==> config.mk <==
export PLATFORM = sky130hd
export DESIGN_NAME = thread_issue_flat
export DESIGN_NICKNAME = d
export VERILOG_FILES = /design/src/rtl/thread_issue_pkg.sv /design/src/rtl/thread_issue_if.sv /design/src/rtl/thread_issue_rr_arbiter.sv /design/src/rtl/thread_issue.sv /design/src/flat_wrapper.sv
export SDC_FILE = /design/constraint.sdc
export NUM_CORES = 1
export LEC_CHECK = 0
export CAP_MARGIN = 0
export CELL_PAD_IN_SITES_DETAIL_PLACEMENT = 1
export CELL_PAD_IN_SITES_GLOBAL_PLACEMENT = 1
export CORE_UTILIZATION = 30
export CTS_BUF_LIST = sky130_fd_sc_hd__clkbuf_16
export CTS_CLUSTER_DIAMETER = 50
export CTS_CLUSTER_SIZE = 20
export DETAILED_ROUTE_END_ITERATION = 10
export PLACE_DENSITY = 0.58
export SETUP_SLACK_MARGIN = 0.4
export SLEW_MARGIN = 0
export SYNTH_ARGS = -nofsm -noshare
export SYNTH_HDL_FRONTEND = slang
export SYNTH_SLANG_ARGS = --single-unit
==> constraint.sdc <==
create_clock -name clk -period 5.89 [get_ports clk]
set_input_delay 0.589 -clock clk [delete_from_list [all_inputs] [get_ports clk]]
set_output_delay 0.589 -clock clk [all_outputs]
set_load 0.01 [all_outputs]
==> src/rtl/thread_issue_pkg.sv <==
// Shared types for the thread issue block: thread/FSM states, the
// pipeline pass structure and helpers that build issue/launch contexts.
package thread_issue_pkg;

    localparam int NUM_THREADS_DEF = 8;
    localparam int THREAD_ID_W = $clog2(NUM_THREADS_DEF);
    localparam int SYS_ID_W = 8;

    typedef enum logic [1:0] {
        T_IDLE,
        T_READY,
        T_INFLIGHT,
        T_DONE
    } thread_state_e;

    typedef enum logic {
        S_IDLE,
        S_RUN
    } issue_fsm_e;

    typedef struct packed {
        logic                active_thread;
        logic [SYS_ID_W-1:0] id;
    } system_t;

    typedef struct packed {
        system_t     system;
        logic [31:0] pc;
        logic [31:0] data;
    } pipeline_pass_structure;

    function automatic pipeline_pass_structure build_issue(
        input pipeline_pass_structure ctx,
        input logic [SYS_ID_W-1:0]    id
    );
        pipeline_pass_structure s;
        s = ctx;
        s.system.active_thread = 1'b1;
        s.system.id = id;
        return s;
    endfunction

    function automatic pipeline_pass_structure launch_ctx(
        input logic [31:0]         pc,
        input logic [SYS_ID_W-1:0] id
    );
        pipeline_pass_structure s;
        s = '0;
        s.pc = pc;
        s.system.id = id;
        return s;
    endfunction

endpackage

==> src/rtl/thread_issue_if.sv <==
// Control/data bundle between the thread issue block and its environment.
// The slave side is the issue block itself.
interface thread_issue_if #(
    parameter int NUM_THREADS = 8,
    parameter int CNT_W = 32
);
    import thread_issue_pkg::*;

    logic                   start;
    logic [NUM_THREADS-1:0] launch_mask;
    logic                   issue_en;
    pipeline_pass_structure ret_state;
    logic                   ret_halt;
    pipeline_pass_structure outState;
    logic                   busy;
    logic                   done;
    logic                   err_ret;
    logic [CNT_W-1:0]       issue_count;
    logic [CNT_W-1:0]       run_cycles;

    modport master (
        output start, launch_mask, issue_en, ret_state, ret_halt,
        input  outState, busy, done, err_ret, issue_count, run_cycles
    );

    modport slave (
        input  start, launch_mask, issue_en, ret_state, ret_halt,
        output outState, busy, done, err_ret, issue_count, run_cycles
    );

endinterface

==> src/rtl/thread_issue_rr_arbiter.sv <==
// Combinational round-robin picker: first request at or after ptr,
// wrapping past the top index.
module rr_arbiter #(
    parameter int N = 8,
    parameter int TW = $clog2(N)
) (
    input  logic [N-1:0]  req,
    input  logic [TW-1:0] ptr,
    output logic [N-1:0]  gnt,
    output logic          valid,
    output logic [TW-1:0] idx
);

    always_comb begin
        gnt = '0;
        valid = 1'b0;
        idx = '0;
        for (int i = 0; i < N; i++) begin
            logic [TW-1:0] c;
            c = ptr + TW'(i);
            if (!valid && req[c]) begin
                valid = 1'b1;
                idx = c;
            end
        end
        gnt[idx] = valid;
    end

endmodule

==> src/rtl/thread_issue.sv <==
// Holds per-thread contexts, round-robin issues READY threads toward
// Dispatch and recirculates/retires contexts returned from the tail.
module thread_issue #(
    parameter int          NUM_THREADS = 8,
    parameter logic [31:0] addressStart = 32'h0,
    parameter int          CNT_W = 32
) (
    input logic           clk,
    input logic           rst,
    thread_issue_if.slave bus
);
    import thread_issue_pkg::*;

    localparam int TW = $clog2(NUM_THREADS);

    issue_fsm_e             fsm;
    thread_state_e          tstate [NUM_THREADS];
    pipeline_pass_structure ctx [NUM_THREADS];
    logic [TW-1:0]          rr_ptr;

    logic [NUM_THREADS-1:0] ready_vec;
    logic [NUM_THREADS-1:0] done_vec;
    logic [NUM_THREADS-1:0] gnt_oh;
    logic                   gnt_valid;
    logic [TW-1:0]          gnt_idx;

    always_comb begin
        ready_vec = '0;
        done_vec = '0;
        for (int t = 0; t < NUM_THREADS; t++) begin
            ready_vec[t] = (tstate[t] == T_READY);
            done_vec[t] = (tstate[t] == T_DONE);
        end
    end

    rr_arbiter #(
        .N (NUM_THREADS),
        .TW(TW)
    ) u_arb (
        .req  (ready_vec),
        .ptr  (rr_ptr),
        .gnt  (gnt_oh),
        .valid(gnt_valid),
        .idx  (gnt_idx)
    );

    logic          do_issue;
    logic          launch;
    logic          all_done;
    logic          ret_valid;
    logic [TW-1:0] ret_id;

    assign do_issue = (fsm == S_RUN) && bus.issue_en && gnt_valid;
    assign launch = (fsm == S_IDLE) && bus.start && (|bus.launch_mask);
    assign all_done = &done_vec;
    assign ret_valid = bus.ret_state.system.active_thread;
    assign ret_id = bus.ret_state.system.id[TW-1:0];
    assign bus.busy = (fsm != S_IDLE);

    always_ff @(posedge clk) begin
        if (!rst) begin
            fsm <= S_IDLE;
            rr_ptr <= '0;
            bus.outState <= '0;
            bus.done <= 1'b0;
            bus.err_ret <= 1'b0;
            bus.issue_count <= '0;
            bus.run_cycles <= '0;
            for (int t = 0; t < NUM_THREADS; t++) begin
                tstate[t] <= T_IDLE;
                ctx[t] <= '0;
            end
        end else begin
            bus.done <= 1'b0;
            unique case (fsm)
                S_IDLE: begin
                    if (launch) begin
                        fsm <= S_RUN;
                        rr_ptr <= '0;
                        bus.issue_count <= '0;
                        bus.run_cycles <= '0;
                        // Unlaunched threads count as finished for this run
                        for (int t = 0; t < NUM_THREADS; t++) begin
                            if (bus.launch_mask[t]) begin
                                tstate[t] <= T_READY;
                                ctx[t] <= launch_ctx(addressStart, SYS_ID_W'(t));
                            end else begin
                                tstate[t] <= T_DONE;
                            end
                        end
                    end
                end
                S_RUN: begin
                    if (~&bus.run_cycles)
                        bus.run_cycles <= bus.run_cycles + CNT_W'(1);
                    if (all_done) begin
                        fsm <= S_IDLE;
                        bus.done <= 1'b1;
                    end
                end
                default: fsm <= S_IDLE;
            endcase

            if (do_issue) begin
                bus.outState <= build_issue(ctx[gnt_idx], SYS_ID_W'(gnt_idx));
                rr_ptr <= gnt_idx + TW'(1);
                if (~&bus.issue_count)
                    bus.issue_count <= bus.issue_count + CNT_W'(1);
                for (int t = 0; t < NUM_THREADS; t++)
                    if (gnt_oh[t]) tstate[t] <= T_INFLIGHT;
            end else begin
                bus.outState <= '0;
            end

            // Returning thread is never the granted one: grant needs READY
            if (ret_valid) begin
                if (tstate[ret_id] == T_INFLIGHT) begin
                    if (bus.ret_halt) begin
                        tstate[ret_id] <= T_DONE;
                    end else begin
                        tstate[ret_id] <= T_READY;
                        ctx[ret_id] <= bus.ret_state;
                    end
                end else begin
                    bus.err_ret <= 1'b1;
                end
            end
        end
    end

endmodule

==> src/flat_wrapper.sv <==
// flat-port wrapper written by rule: the top's interface ports become plain ports
module thread_issue_flat import thread_issue_pkg::*;
#(
    parameter int          NUM_THREADS = 8,
    parameter logic [31:0] addressStart = 32'h0,
    parameter int          CNT_W = 32
)
  (clk, rst, bus_start, bus_launch_mask, bus_issue_en, bus_ret_state, bus_ret_halt, bus_outState, bus_busy, bus_done, bus_err_ret, bus_issue_count, bus_run_cycles);
  thread_issue_if #(.NUM_THREADS(NUM_THREADS), .CNT_W(CNT_W)) bus_i ();
  input logic clk;
  input logic rst;
  input wire logic [$bits(bus_i.start)-1:0] bus_start;
  input wire logic [$bits(bus_i.launch_mask)-1:0] bus_launch_mask;
  input wire logic [$bits(bus_i.issue_en)-1:0] bus_issue_en;
  input wire logic [$bits(bus_i.ret_state)-1:0] bus_ret_state;
  input wire logic [$bits(bus_i.ret_halt)-1:0] bus_ret_halt;
  output wire logic [$bits(bus_i.outState)-1:0] bus_outState;
  output wire logic [$bits(bus_i.busy)-1:0] bus_busy;
  output wire logic [$bits(bus_i.done)-1:0] bus_done;
  output wire logic [$bits(bus_i.err_ret)-1:0] bus_err_ret;
  output wire logic [$bits(bus_i.issue_count)-1:0] bus_issue_count;
  output wire logic [$bits(bus_i.run_cycles)-1:0] bus_run_cycles;
  assign bus_i.start = bus_start;
  assign bus_i.launch_mask = bus_launch_mask;
  assign bus_i.issue_en = bus_issue_en;
  assign bus_i.ret_state = bus_ret_state;
  assign bus_i.ret_halt = bus_ret_halt;
  assign bus_outState = bus_i.outState;
  assign bus_busy = bus_i.busy;
  assign bus_done = bus_i.done;
  assign bus_err_ret = bus_i.err_ret;
  assign bus_issue_count = bus_i.issue_count;
  assign bus_run_cycles = bus_i.run_cycles;
  thread_issue #(.NUM_THREADS(NUM_THREADS), .addressStart(addressStart), .CNT_W(CNT_W)) u_core (.clk(clk), .rst(rst), .bus(bus_i));
endmodule
==> impl_metrics.yaml, run 1 <==
synthesis:
  synthMostInstantiatedCell: "sky130_fd_sc_hd__edfxtp_1"
  number_of_synthesized_flops_with_an_enable_pin: 520
  postSynthCellCount: 2341
  post_synth_most_frequent_cells: "520 x sky130_fd_sc_hd__edfxtp_1, 339 x sky130_fd_sc_hd__mux2i_1, 329 x sky130_fd_sc_hd__and2_1, 205 x sky130_fd_sc_hd__and3_1, 146 x sky130_fd_sc_hd__dfxtp_1"
  ys_async_sr_fraction_pct: 0
  ys.flop_type: "sky130_fd_sc_hd__edfxtp_1"
  yosysWarnings: 0
  netlist-cell-type-count: 65
  syn_area_sq_mm: 0.0304
  synth_top_cell_by_area: "sky130_fd_sc_hd__edfxtp_1"
  yosys-top-cells-area: "sky130_fd_sc_hd__edfxtp_1 51%, sky130_fd_sc_hd__mux2i_1 11%, sky130_fd_sc_hd__dfxtp_1 9.6%"
  synth.top_cell.area_share_pct: 51.4
  syn-mean-instance-area_sq_um: 13.0
  flop_and_latch_count_out_of_synthesis: 666
  seq_area_frac_synth_pct: 61.0
drt:
  drc: 0
  route.vias.total: 19900
  route.detailed.wl_per_inst_um: 23.6
  drt.antenna.violating_nets: 0
  drt_pass_1_iters: 5
  drt_wl_total_mm: 93.9
  routed_via_density: 5.00
  first_iter_violations: 1129
timing:
  timing.fmax_ghz: 0.204
  slew_viols_final: 0
  final.min_clock_period_ns: 4.91
  fin_tns_setup_ns: 0
  tightest_slew_ns: 1.13
  final_min_period_over_clock_period_pct: 83.4
  setup_repair_after_global_routing_missed_its_margin: "false"
  finalSetupViolations: 0
  final.setup_skew_ns: 0.0444
  hold_viol_final: 0
  timing.hold.ws_ns: 0.490
  max_slew_margin_pct: 24.8
cts:
  cts_buffer_depth: 3
  clock_insertion_delay_worst_skew_ns: 0.68
  postCtsResizedCells: 0
  cts.repair_timing.setup_buffer_count: 0
  tritoncts: "yes"
  h-tree-depth: 3
  cts.sinks: 666
  cts.clk_slew.worst_paths_ns: 0.04
  cts-hold-fix-buffers: 0
  cts_made_buffers: 97
  clock-root-buffer: "sky130_fd_sc_hd__clkbuf_16"
final_layout:
  fillerInstances: 10500
  drive_above_1_share_pct: 10.8
  area_growth_pct: 23.6
  fin_nets: 2633
  area.sequential_sq_mm: 0.0185
  multiInputGateArea_sq_mm: 0.0112
worst_setup_path:
  crit_path_max_fanout: 39
  critical-path-max-stage-delay_ns: 0.70
  timing.critical_path.cells: "inv_1, ha_1, clkinv_1, mux4_2, nor4_4, a221o_4, a21boi_4, buf_4, nor2b_1, or3_1"
  type_of_element_launching_the_critical_path: "register"
  r2r_slack_ns: 0.98
  worst_ep_required_time_ns: 6.25
  critPathArrivalTime_ns: 5.27
  critPathSlowestCell: "sky130_fd_sc_hd__a221o_4"
  crit_path_end_kind: "register"
  classification_of_the_worst_setup_path: "register to register"
pwr:
  internal_power_consumption_w: 0.0103
  clockPowerShare_pct: 39.4
  switching_power_w: 0.00467
  power_density_mw_per_mm2: 399
  share_comb_of_total_power_pct: 24.5
  switching_share_pct: 31.1
  power.static_leakage_nw: 14.9
  share_seq_of_total_power_pct: 36.1
  ir_worst_vdd_mv: 0.264
global_route:
  globalRouteTotalUtil_pct: 18.1
  overflow: 0
  grt_antenna_before_repair: 12
  grt_start_max_net_pins: 193
  grt_pass1_wl_mm: 140
  via_count_of_the_first_global_routing_pass: 22000
floorplan:
  die_w_um: 320
  i_o_pins: 226
  die_y_um: 320
  placement_rows: 116
  start_util_pct: 30.3
  floorplan.core_area_sq_mm: 0.100
  die_area_sq_mm: 0.103
placed_design:
  dpl.hpwl_mm: 53.7
  gp_congestion: 0.822
  io_buffers: 215
run_status:
  outcome: "complete, no violations"
flow_run:
  max_cap_violations: 0
min_path:
  worstHoldPathType: "register to register"
==> cells by family after synthesis <==
family | count (synthesis) | synth area share [%]
AO/OA/AOI/OAI | 241 | 6.35
AND/OR/NAND/NOR | 833 | 15.9
buffers and inverters | 192 | 2.81
flip-flops | 666 | 61.0
multiplexers | 368 | 12.7
other | 1 | 0.0123
adder cells (fa/ha/maj) | 5 | 0.206
XOR/XNOR | 35 | 1.07
==> metrics by stage <==
step / area, sq um / setup slack (ns) / std cells / utilization, % / total power, W
after detailed placement: 34200 / 0.926 / 3800 / 34.1 / 0.00925
after floorplan: 30400 / 1.32 / 2345 / - / 0.00804
after global placement: 34200 / 1.12 / 3800 / 34.1 / 0.00916
after global routing: 37600 / 0.685 / 3984 / 37.5 / 0.0156
final: 37600 / 0.979 / 3987 / 37.5 / 0.0150
after CTS: 37600 / 0.963 / 3983 / 37.5 / 0.0152
==> worst paths after layout <==
kind                          to  depth (start not counted)          startpoint
min reg2reg   u_core.bus.err_ret                          2  u_core.bus.err_ret
min           u_core.bus.err_ret                          2  u_core.bus.err_ret
max          u_core.tstate[7][1]                         10    u_core.rr_ptr[1]
max reg2reg  u_core.tstate[7][1]                         10    u_core.rr_ptr[1]
==> sequential cells by signal, indices dropped and copies added, names as in the netlist <==
register,cells
u_core.bus.busy,1
u_core.bus.done,1
u_core.bus.err_ret,1
u_core.rr_ptr,3
u_core.bus.run_cycles,32
u_core.bus.outState,68
u_core.ctx,512
u_core.tstate,16
u_core.bus.issue_count,32
==> worst max-delay path: cells and delay by family, from the launching register on <==
kind	cells	cell delay, ns
buf+inv	3	1.02
compound gates	2	0.98
simple gates	3	0.92
flops	1	0.67
fa+ha+maj	1	0.54
mux	1	0.45
==> power groups by stage <==
stage	sequential [W]	combinational (W)	clock, W
after floorplan	0.00551	0.00253	0
after global placement	0.00550	0.00365	0
after detailed placement	0.00552	0.00373	0
after CTS	0.00542	0.00374	0.00604
after global routing	0.00544	0.00391	0.00623
final	0.00542	0.00367	0.00591
==> layer usage <==
metal / routed length (um) / up-vias / share of wire (%) / GRT usage (%)
met5: 91 / - / 0.097 / 0
met1: 40400 / 10300 / 43 / 22.0
met2: 47800 / 389 / 51 / 32.9
met3: 3580 / 139 / 3.8 / 2.72
li1: - / 9132 / - / -
met4: 2030 / 14 / 2.2 / 5.59
==> cell usage in the layout, fill, tap and decap left out, types with 10 or more instances in the layout <==
| master | instances |
|---|---|
| sky130_fd_sc_hd__and2_1 | 329 |
| sky130_fd_sc_hd__nor4_1 | 11 |
| sky130_fd_sc_hd__buf_4 | 44 |
| sky130_fd_sc_hd__buf_12 | 12 |
| sky130_fd_sc_hd__edfxtp_1 | 520 |
| sky130_fd_sc_hd__nand4_1 | 15 |
| sky130_fd_sc_hd__nand2_1 | 67 |
| sky130_fd_sc_hd__o211a_1 | 65 |
| sky130_fd_sc_hd__mux4_2 | 12 |
| sky130_fd_sc_hd__and3_1 | 204 |
| sky130_fd_sc_hd__a22oi_1 | 67 |
| sky130_fd_sc_hd__inv_1 | 21 |
| sky130_fd_sc_hd__nor2b_1 | 16 |
| sky130_fd_sc_hd__a31oi_1 | 10 |
| sky130_fd_sc_hd__or3_1 | 15 |
| sky130_fd_sc_hd__o211ai_1 | 15 |
| sky130_fd_sc_hd__clkinv_4 | 12 |
| sky130_fd_sc_hd__dfxtp_1 | 146 |
| sky130_fd_sc_hd__mux2i_1 | 339 |
| sky130_fd_sc_hd__nand2b_1 | 18 |
| sky130_fd_sc_hd__nand3_1 | 40 |
| sky130_fd_sc_hd__xor2_1 | 21 |
| sky130_fd_sc_hd__o21ai_0 | 12 |
| sky130_fd_sc_hd__nor2_1 | 74 |
| sky130_fd_sc_hd__mux2_2 | 15 |
| sky130_fd_sc_hd__clkdlybuf4s50_1 | 215 |
| sky130_fd_sc_hd__a21oi_1 | 25 |
| sky130_fd_sc_hd__clkinv_1 | 14 |
| sky130_fd_sc_hd__clkbuf_16 | 100 |
| sky130_fd_sc_hd__clkinv_2 | 14 |
| sky130_fd_sc_hd__nor3_1 | 15 |
| sky130_fd_sc_hd__xnor2_1 | 13 |
| sky130_fd_sc_hd__bufinv_16 | 10 |
==> final cells by class <==
class,count,area share [%]
Timing Repair Buffer,271,7.25
Multi-Input combinational cell,1487,29.8
Antenna cell,4,0.0266
Sequential cell,666,49.3
Clock buffer,100,6.66
Tap cell,1357,4.52
Clock inverter,83,2.22
Inverter,19,0.190
(Power assumes the default switching activity.)
==> run 2, diff against run 1 <==
--- a/config.mk
+++ b/config.mk
@@ -13,7 +13,7 @@
 export CTS_CLUSTER_DIAMETER = 50
 export CTS_CLUSTER_SIZE = 20
 export DETAILED_ROUTE_END_ITERATION = 10
-export PLACE_DENSITY = 0.58
+export PLACE_DENSITY = 0.6
 export SETUP_SLACK_MARGIN = 0.4
 export SLEW_MARGIN = 0
 export SYNTH_ARGS = -nofsm -noshare
==> constraint.sdc (replaced) <==
create_clock -name clk -period 4.5 [get_ports clk]
set_input_delay 0.45 -clock clk [delete_from_list [all_inputs] [get_ports clk]]
set_output_delay 0.45 -clock clk [all_outputs]
set_load 0.01 [all_outputs]
==> run 2 against run 1 <==
Clock power grew 31%. Critical path depth is 2 higher. Worst setup slack worse by 0.43 ns. Combinational power is 37% higher. Total power grew 32%. Register-to-register slack got worse by 0.43 ns. Clock skew decreased by 0.0083 ns. Flip-flop and latch count stayed put. First-iteration DRC count grew 1.8%. Count of clock-buffer cells in the layout decreased by 3. Largest cell class unchanged.
==> impl_metrics.yaml, run 2 (synthesized netlist as in run 1, its figures left out) <==
final_layout:
  multiInputGateArea_sq_mm: 0.0112
  drive_above_1_share_pct: 12.0
  top_register: "u_core.ctx"
  fin_nets: 2660
  biggestRegsByFlops: "u_core.ctx x512, u_core.bus.outState x68"
  finished_layout_cells: 4017
  area.sequential_sq_mm: 0.0185
  most_frequent_cells_in_the_layout: "520 x sky130_fd_sc_hd__edfxtp_1, 338 x sky130_fd_sc_hd__mux2i_1, 329 x sky130_fd_sc_hd__and2_1"
  area_growth_pct: 25.2
  finished_core_util_pct: 38.0
  largest_reg_flops: 512
  most_common_cell_after_layout_fill_and_taps_aside: "sky130_fd_sc_hd__edfxtp_1"
  fillerInstances: 10400
worst_setup_path:
  critical-path-top-delay-family: "compound AO/OA/AOI/OAI gates"
  crit_path_end_kind: "register"
  timing.critical_path.cells: "inv_1, ha_2, xnor2_1, mux4_2, o41ai_2, a211oi_1, a221o_4, clkbuf_8, a21boi_4, buf_12, a22oi_1, o211a_1"
  critPathSlowestCell: "sky130_fd_sc_hd__mux4_2"
  worst_ep_required_time_ns: 5.12
  critical-path-max-stage-delay_ns: 0.61
  critPathArrivalTime_ns: 4.57
  crit_path_max_fanout: 43
  classification_of_the_worst_setup_path: "register to register"
  worst-path-buf-inv: 3
  type_of_element_launching_the_critical_path: "register"
drt:
  route.vias.total: 20300
  route.detailed.wl_per_inst_um: 23.6
  drc: 0
  drt_pass_1_iters: 4
  drt_wl_total_mm: 94.9
  routed_via_density: 5.06
  first_iter_violations: 1149
  drt.antenna.violating_nets: 0
global_route:
  overflow: 0
  grt_antenna_before_repair: 13
  globalRouteTotalUtil_pct: 18.4
  grt_pass1_wl_mm: 141
  via_count_of_the_first_global_routing_pass: 21900
  grt_start_max_net_pins: 193
timing:
  finalSetupViolations: 0
  final_min_period_over_clock_period_pct: 87.8
  timing.fmax_ghz: 0.253
  max_slew_margin_pct: 33.9
  hold_viol_final: 0
  final.setup_skew_ns: 0.0361
  fin_tns_setup_ns: 0
  slew_viols_final: 0
  setup_ws_ns: 0.551
  final.min_clock_period_ns: 3.95
  setup_repair_after_global_routing_missed_its_margin: "false"
  tightest_slew_ns: 0.992
cts:
  clock-root-buffer: "sky130_fd_sc_hd__clkbuf_16"
  clock_insertion_delay_worst_skew_ns: 0.68
  cts-hold-fix-buffers: 0
  cts_buffer_depth: 3
  cts.sinks: 666
  cts.clk_slew.worst_paths_ns: 0.06
  h-tree-depth: 3
  cts_made_buffers: 97
  tritoncts: "yes"
placed_design:
  dp_worst_setup_slack_ns: 0.334
  io_buffers: 215
  post-place-cells: 3826
  dpl.hpwl_mm: 54.8
  gp_congestion: 0.812
min_path:
  worstHoldPathType: "primary input to register"
floorplan:
  start_util_pct: 30.3
  placement_rows: 116
  die_w_um: 320
  i_o_pins: 226
  die_y_um: 320
  floorplan.core_area_sq_mm: 0.100
  die_area_sq_mm: 0.103
flow_run:
  max_cap_violations: 0
pwr:
  ir_worst_vdd_mv: 0.354
  power.static_leakage_nw: 15.1
  power_density_mw_per_mm2: 522
run_status:
  outcome: "complete, no violations"
run 2: metrics by stage:
stage                     cell area (sq um)  power [W]  hold slack [ns]
after floorplan                       30400     0.0105            0.500
after global placement                34700     0.0122            0.470
after detailed placement              34700     0.0123            0.481
after CTS                             38000     0.0201            0.435
after global routing                  38000     0.0206            0.470
final                                 38100     0.0199            0.485
run 2: final cells by class:
cell class,instances,area share (%)
flip-flops and latches,666,48.7
clock buffers,97,6.38
inverters,19,0.187
well taps,1357,4.46
diodes,6,0.0394
repair buffers,298,8.37
clock inverters,87,2.43
multi-input cells,1487,29.4
run 2: power by group:
group          switching [W]  internal (W)
registers           0.000145       0.00696
clock network        0.00315       0.00459
logic                0.00296       0.00206
run 2: final timing paths:
check	slack, ns	depth (start not counted)	startpoint	endpoint
setup reg to reg	0.55	12	u_core.rr_ptr[1]	u_core.bus.outState[28]
setup / recovery	0.55	12	u_core.rr_ptr[1]	u_core.bus.outState[28]
hold / removal	0.48	3	bus_ret_state[72]	u_core.bus.err_ret
hold reg to reg	0.49	2	u_core.bus.err_ret	u_core.bus.err_ret
run 2: layer usage:
| metal | up-vias | GRT usage (%) | wire, um |
|---|---|---|---|
| met2 | 412 | 32.8 | 48200 |
| met3 | 179 | 2.93 | 3780 |
| met5 | - | 0 | 121 |
| met1 | 10500 | 22.5 | 40400 |
| li1 | 9199 | - | - |
| met4 | 18 | 6.03 | 2340 |
run 2: worst reg2reg max path, delay by kind of cell, from the launching register on:
family,cells,cell delay (ns)
AOI/OAI and AO/OA,6,1.70
buffers and inverters,3,0.64
muxes,1,0.61
DFF,1,0.50
adders and majority gates,1,0.23
xor gates and xnor gates,1,0.23
run 2: repair_timing:
item | CTS | global route
pin swaps | 0 | 1
endpoints found under the setup margin | 43 | 66
buffers inserted | 0 | 1
resized for setup | 4 | 5
